==> config.mk <==
export PLATFORM = sky130hd
export DESIGN_NAME = led_disp_seq
export DESIGN_NICKNAME = d
export VERILOG_FILES = /design/src/rtl/led_disp_pkg.sv /design/src/rtl/led_tick_gen.sv /design/src/rtl/led_disp_seq.sv
export SDC_FILE = /design/constraint.sdc
export NUM_CORES = 1
export LEC_CHECK = 0
export ABC_AREA = 1
export CAP_MARGIN = 5
export CORE_MARGIN = 10
export CORE_UTILIZATION = 46
export DETAILED_ROUTE_END_ITERATION = 10
export GPL_TIMING_DRIVEN = 0
export HOLD_SLACK_MARGIN = 0.06
export PLACE_DENSITY = 0.81
export SLEW_MARGIN = 20
export SYNTH_ARGS = -nofsm -noshare
export SYNTH_HDL_FRONTEND = slang
export SYNTH_SLANG_ARGS = --single-unit
==> constraint.sdc <==
create_clock -name clk -period 2.7 [get_ports clk]
set_clock_uncertainty 0.2 [all_clocks]
set_input_delay 0.27 -clock clk [delete_from_list [all_inputs] [get_ports clk]]
set_output_delay 0.27 -clock clk [all_outputs]
set_load 0.01 [all_outputs]
==> src/rtl/led_disp_pkg.sv <==
// Shared encodings for the LED display sequencer: display modes and the all-off pattern.
package led_disp_pkg;

  typedef enum logic [1:0] {
    MODE_STATIC = 2'b00,
    MODE_BLINK  = 2'b01,
    MODE_ROTATE = 2'b10,
    MODE_ALT    = 2'b11
  } mode_e;

  localparam int unsigned LED_MAX_W = 32;
  localparam logic [LED_MAX_W-1:0] LED_OFF = '0;

endpackage

==> src/rtl/led_tick_gen.sv <==
// Display-tick prescaler: tick is high for the one cycle where the count sits at TICK_DIV-1.
module led_tick_gen #(
  parameter int unsigned TICK_DIV = 16
) (
  input  logic clk,
  input  logic rst_n,
  output logic tick
);

  localparam int unsigned CNT_W = (TICK_DIV > 2) ? $clog2(TICK_DIV) : 1;

  logic [CNT_W-1:0] cnt;

  // tick is registered one count early so it coincides with cnt == TICK_DIV-1
  always_ff @(posedge clk) begin
    if (!rst_n) begin
      cnt  <= '0;
      tick <= 1'b0;
    end else begin
      cnt  <= (cnt == CNT_W'(TICK_DIV - 1)) ? '0 : cnt + CNT_W'(1);
      tick <= (cnt == CNT_W'(TICK_DIV - 2));
    end
  end

endmodule

==> src/rtl/led_disp_seq.sv <==
// LED source selector with display modes and minimum dwell per selection.
// Optional brightness PWM is enabled by defining LED_PWM_EN.
module led_disp_seq
  import led_disp_pkg::*;
#(
  parameter int unsigned LED_W    = 7,
  parameter int unsigned NUM_SRC  = 9,
  parameter int unsigned SEL_W    = 4,
  parameter int unsigned TICK_DIV = 16,
  parameter int unsigned DWELL    = 4,
  parameter int unsigned PWM_W    = 4
) (
  input  logic                     clk,
  input  logic                     rst_n,
  input  logic [NUM_SRC*LED_W-1:0] src_bus,
  input  logic                     load,
  input  logic [SEL_W-1:0]         sel,
  input  logic [1:0]               mode,
`ifdef LED_PWM_EN
  input  logic [PWM_W-1:0]         bright,
`endif
  output logic                     busy,
  output logic                     pend,
  output logic [LED_W-1:0]         leds_out
);

  localparam int unsigned ROT_W = (LED_W > 2) ? $clog2(LED_W) : 1;
  localparam int unsigned DW_W  = (DWELL > 1) ? $clog2(DWELL + 1) : 1;

  if (2**SEL_W < NUM_SRC) begin : g_bad_sel_w
    $error("SEL_W too narrow for NUM_SRC");
  end
  if (PWM_W < 1) begin : g_bad_pwm_w
    $error("PWM_W must be at least 1");
  end

  logic              tick;
  logic [SEL_W-1:0]  act_sel, pend_sel, next_sel;
  mode_e             act_mode, pend_mode, next_mode;
  logic [DW_W-1:0]   dwell_cnt;
  logic [ROT_W-1:0]  rot_off;
  logic              phase;
  logic              expire_c, apply_c, gate_c;
  logic [LED_W-1:0]  pat_c, shown_c;
  logic [2*LED_W-1:0] dbl_c;

  led_tick_gen #(.TICK_DIV(TICK_DIV)) u_tick (
    .clk   (clk),
    .rst_n (rst_n),
    .tick  (tick)
  );

  // Expiry applies a fresh load if present (it supersedes pending), else the pending request
  always_comb begin
    expire_c  = busy && tick && (dwell_cnt == DW_W'(1));
    apply_c   = (load && !busy) || (expire_c && (load || pend));
    next_sel  = load ? sel : pend_sel;
    next_mode = load ? mode_e'(mode) : pend_mode;
  end

  // Pattern select and display mode
  always_comb begin
    pat_c = LED_W'(LED_OFF);
    for (int k = 0; k < NUM_SRC; k++) begin
      if (act_sel == SEL_W'(k)) pat_c = src_bus[k*LED_W +: LED_W];
    end
    dbl_c = {pat_c, pat_c} << rot_off;
    unique case (act_mode)
      MODE_STATIC: shown_c = pat_c;
      MODE_BLINK:  shown_c = phase ? LED_W'(LED_OFF) : pat_c;
      MODE_ROTATE: shown_c = dbl_c[2*LED_W-1 -: LED_W];
      MODE_ALT:    shown_c = phase ? ~pat_c : pat_c;
      default:     shown_c = LED_W'(LED_OFF);
    endcase
  end

`ifdef LED_PWM_EN
  logic [PWM_W-1:0] pwm_cnt;

  always_ff @(posedge clk) begin
    if (!rst_n) pwm_cnt <= '0;
    else        pwm_cnt <= pwm_cnt + PWM_W'(1);
  end

  assign gate_c = (pwm_cnt < bright);
`else
  assign gate_c = 1'b1;
`endif

  always_ff @(posedge clk) begin
    if (!rst_n) begin
      act_sel   <= '0;
      act_mode  <= MODE_STATIC;
      pend_sel  <= '0;
      pend_mode <= MODE_STATIC;
      pend      <= 1'b0;
      busy      <= 1'b0;
      dwell_cnt <= '0;
      phase     <= 1'b0;
      rot_off   <= '0;
      leds_out  <= '0;
    end else begin
      if (tick) begin
        phase   <= ~phase;
        rot_off <= (rot_off == ROT_W'(LED_W - 1)) ? '0 : rot_off + ROT_W'(1);
      end

      // Accept restarts the animation but leaves the prescaler free-running
      if (apply_c) begin
        act_sel   <= next_sel;
        act_mode  <= next_mode;
        rot_off   <= '0;
        phase     <= 1'b0;
        busy      <= 1'b1;
        dwell_cnt <= DW_W'(DWELL);
      end else if (busy && tick) begin
        dwell_cnt <= dwell_cnt - DW_W'(1);
        if (expire_c) busy <= 1'b0;
      end

      if (load && busy && !expire_c) begin
        pend      <= 1'b1;
        pend_sel  <= sel;
        pend_mode <= mode_e'(mode);
      end else if (expire_c) begin
        pend <= 1'b0;
      end

      leds_out <= shown_c & {LED_W{gate_c}};
    end
  end

endmodule

# Word-level counts from Yosys, hierarchy flattened
# Cells that the tools add are included.
# word_totals
ff_bits	33
input_bits	72
# classes
addsub	3
eq_ne	15
shift	1
muxes	21
bitwise_logic	3
n_reduce_logical	18
# ops
op	n
two-way mux 7 bit	11
case mux 7 bit (4 select lines)	1
equality test 4 x 3 -> 1 bit, second input constant	4
<< shifter 14 x 3 -> 14 bit	1
equality test 4 bit, second input constant	3
two-way mux 3 bit	3
equality test 4 x 2 -> 1 bit, second input constant	2
NOT 7 bit	1
logical AND 1 bit	6
nonzero test 2 bit	3
adder 4 x 1 -> 4 bit, second input constant	1
equality test 2 bit, second input constant	2
equality test 4 x 1 -> 1 bit, second input constant	1
zero test 4 bit	1
two-way mux 1 bit	4
two-way mux 4 bit	1
OR reduction 2 bit	2
adder 3 x 1 -> 3 bit, second input constant	1
equality test 3 x 1 -> 1 bit, second input constant	1
equality test 3 bit, second input constant	1
subtractor 3 x 1 -> 3 bit, second input constant	1
equality test 2 x 1 -> 1 bit, second input constant	1
zero test 1 bit	2
zero test 2 bit	1
4 further kinds	6

# Longest topological paths before layout
# Gate-level depths: netlist of run 1.
# depth
ltp_word	13
depth_mapped	14

# Hierarchy
# Synthesis of run 1 repeated with hierarchy kept, for this count alone.
# hier_totals
cells_unflattened	405
hier_area_um2	2575.0
# modules_own_cells
module	n_inst	cells_per_inst	area_per_inst_um2	seq_area_each_um2
led_disp_seq	1	383	2377.3	560.5
led_tick_gen	1	22	197.7	100.1

# Worst setup path before layout of run 1
# Ideal clock, no wire load.
# synth_path
path_type	reg-to-reg
from	reg act_sel[1]
to	reg leds_out[1]
setup_ps	122
arrival_time_ps	1762
path_slack_ps	616
stages_incl_launch_ff	13
n_path_buf	0
period_less_slack_ps	2084
path_cell_list	dfxtp_1 -> inv_2 -> nor2_4 -> nand2_1 -> or2_0 -> nand2_1 -> nand4_1 -> o21bai_2 -> nand2_1 -> ha_1 -> nor2_1 -> a211oi_1 -> a21oi_1
# synth_between
elab_chain_cells	13
# synth_rtl
item	line_no	rtl
from (decl)	led_disp_seq.sv:38	logic [SEL_W-1:0] act_sel, pend_sel, next_sel;
from (signal assigned)	led_disp_seq.sv:110	act_sel <= next_sel;
zero test 4 bit	led_disp_seq.sv:65	if (act_sel == SEL_W'(k)) pat_c = src_bus[k*LED_W +: LED_W];
two-way mux 7 bit (8 in series)	led_disp_seq.sv:65	
two-way mux 7 bit (*)	led_disp_seq.sv:65	
parallel branches: the longest is 2 deep, another holds << shifter 14 x 3 -> 14 bit	--	
case mux 7 bit (4 select lines) (*)	led_disp_seq.sv:68	unique case (act_mode)
to (signal assigned)	led_disp_seq.sv:129	leds_out <= shown_c & {LED_W{gate_c}};
to (decl)	led_disp_seq.sv:24	output logic [LED_W-1:0] leds_out
# Every way passes the cells marked *.
# A chain may end at the register's enable or synchronous reset.

# Worst setup path after layout of run 1
# Ends and elaborated chain as after synthesis.

==> metrics, run 1 <==
All-Layer GR Usage=17.6%; Worst-path clk slew=0.07 ns; clock insertion delay at the later pin of the skew report=0.29 ns; Cells after DPL=522; Starting DRT DRC Count=188; CP startpoint kind=register; initial antenna violation count=0; CP bufs+invs=1; CTS tree=done; pin count of the biggest net entering global routing=13; first-pass iteration count of the detailed router=7; Rel. slew slack=64.0%; DRC errors left=0; setup TNS=0 ns; Worst Hold Slack=0.197 ns; hpwl dp=6.11 mm; H-tree depth=2; Synth area leader=dfxtp_1; sequential element share of the synthesized area=28.1%; DR vias/cell=5.36; Setup violations, final=0; Final Util=68.9%; Final period util=89.0%; Post-Layout Cell Count=530; post_cts resized=0; max-cap viol count=0; Critical Path Max Stage Delay=0.44 ns; Tightest Hold Check Type=in2reg; Max FO, Critical Path=8; synth top area cells=dfxtp_1, nand3_1, nand2_1, nor2_1, ha_1; Data required, critical path=2.67 ns; die area=8370 µm²; post-synth top area share=28.1%; Nets=545; Antenna diodes=0; Post-synth EDFFs=0; clock root cell=clkbuf_8; layout cells sized above 1=6.70%; count leader, synth=nand3_1; Final min period=2.40 ns; Top delay family on crit path=simple AND/OR/NAND/NOR gates; GR Overflow Total=0; Synth cell types=25; post-CTS setup buffer count=0; Die Y=91.5 µm; Placer Congestion=0.905; first-pass GRT wire length=12.5 mm; CTS Hold Bufs=0; Worst Path Arrival=2.37 ns; synthesis-to-finish area growth=42.1%; Slew @ Worst Pin=0.539 ns; CP Class=reg2reg; Die Wd=91.5 µm; WL per Instance=14.3 µm; maximum clock path buffer count=2; IO Pins=81; routed via count=2841; P per Cell Area=455 nW/µm²; RSZ-0062 raised after global routing=false; crit end category=register; Pleak=1.39 nW; status=completed; placeable core area=4850 µm²; ys flop type=dfxtp_1; endpoints failing hold=0; slowest CP cell=dfxtp_1; syn_nets=459; Synth async-reset ratio=0%; Max VDD drop=0.361 mV; # rows=25; count of input and output buffers=79; Total Wirelength=7.57 mm; clk sink count=33; vias in the first global route=2577; most frequent CP cell=nand2_1; antenna-violating nets left=0; Post-synth top cells=nand3_1, nand2_1, nor2_1; Mapped Area=2350 µm²; total chip power=1.52 mW; Synth Instances=376; syn avg cell area=6.26 µm²; Num CTS Buffers=5; Initial Util=48.5%; Max Slew Vio Count=0; number of synthesized register bits=33; f_max=416 MHz; Yosys warning total=0; critical-path cell list=inv_2, nor2_4, nand2_1, or2_0, nand2_1, nand4_1, o21bai_2, nand2_1, ha_1, nor2_1, a211oi_1, a21oi_1
flip-flops by register name (all words and copies together), names as in the netlist:
signal / count
leds_out: 7
act_sel: 4
pend_sel: 4
u_tick.cnt: 4
dwell_cnt: 3
rot_off: 3
act_mode: 2
pend_mode: 2
busy: 1
pend: 1
phase: 1
u_tick.tick: 1
layer usage:
| layer | GRT usage (%) | share of wire, % |
|---|---|---|
| met5 | 0 | 0 |
| met4 | 3.79 | 1.7 |
| met3 | 3.05 | 4.9 |
| met2 | 31.0 | 50 |
| met1 | 21.7 | 44 |
where the power goes:
group | switching, mW | leakage [nW] | internal [mW]
Clock | 0.198 | 0.0543 | 0.276
Combinational | 0.256 | 1.06 | 0.239
Sequential | 0.0250 | 0.271 | 0.527
layout by cell type (no fill, tap or decap), types with 5 or more instances in the layout:
cell             netlist  layout
clkdlybuf4s50_1        0      79
nand4_1               14      14
clkbuf_8               0       5
o21ai_0               19      19
ha_1                  11      11
a211oi_1               7       7
nor2_1                55      55
o32ai_1                6       6
dfxtp_1               33      33
nand3_1               77      77
a21oi_1               14      14
inv_2                  6       6
or2_2                  8       8
nand2_1               68      68
inv_1                 33      33
clkbuf_1               8       8
final timing paths:
kind,slack [ns],endpoint,cells after the start,startpoint
setup / recovery,0.30,leds_out[1],12,act_sel[1]
setup reg to reg,0.30,leds_out[1],12,act_sel[1]
hold / removal,0.20,leds_out[0],3,rst_n
hold reg to reg,0.27,dwell_cnt[1],2,dwell_cnt[1]
worst register-to-register path, delay by kind of cell, from the launching register on:
family	cells	cell delay, ns
buffers and inverters	1	0.09
adder cells (fa/ha/maj)	1	0.29
AND/OR/NAND/NOR	7	0.83
flip-flops	1	0.44
AO/OA/AOI/OAI	3	0.43
layout make-up:
type,count,area (µm²)
Fill cell,427,1510
Multi-Input combinational cell,290,1490
Timing Repair Buffer,79,791
Sequential cell,33,661
Inverter,41,154
Tap cell,67,83.8
Clock buffer,5,68.8
Buffer,12,50.0
Clock inverter,3,46.3
through the flow:
step | setup WS [ns] | instance area, µm²
floorplan | 0.616 | 2350
global placement | 0.370 | 3230
detailed placement | 0.307 | 3230
CTS | 0.292 | 3340
global route | 0.0531 | 3340
finish | 0.296 | 3340
cells by family after synthesis:
family | count (synthesis) | share of synthesized area (%)
AOI/OAI and AO/OA | 47 | 12.0
xor gates and xnor gates | 3 | 1.12
adders and majority gates | 11 | 5.85
buffers and inverters | 53 | 8.67
DFF | 33 | 28.1
and+or+nand+nor | 229 | 44.3
(Power assumes the default switching activity.)
==> run 2: changes to the inputs <==
Settings changed: ABC_CLOCK_PERIOD_IN_PS set to 2700.
==> results of run 2 <==
No change in the layout: final DEF, timing and power equal those of run 1.
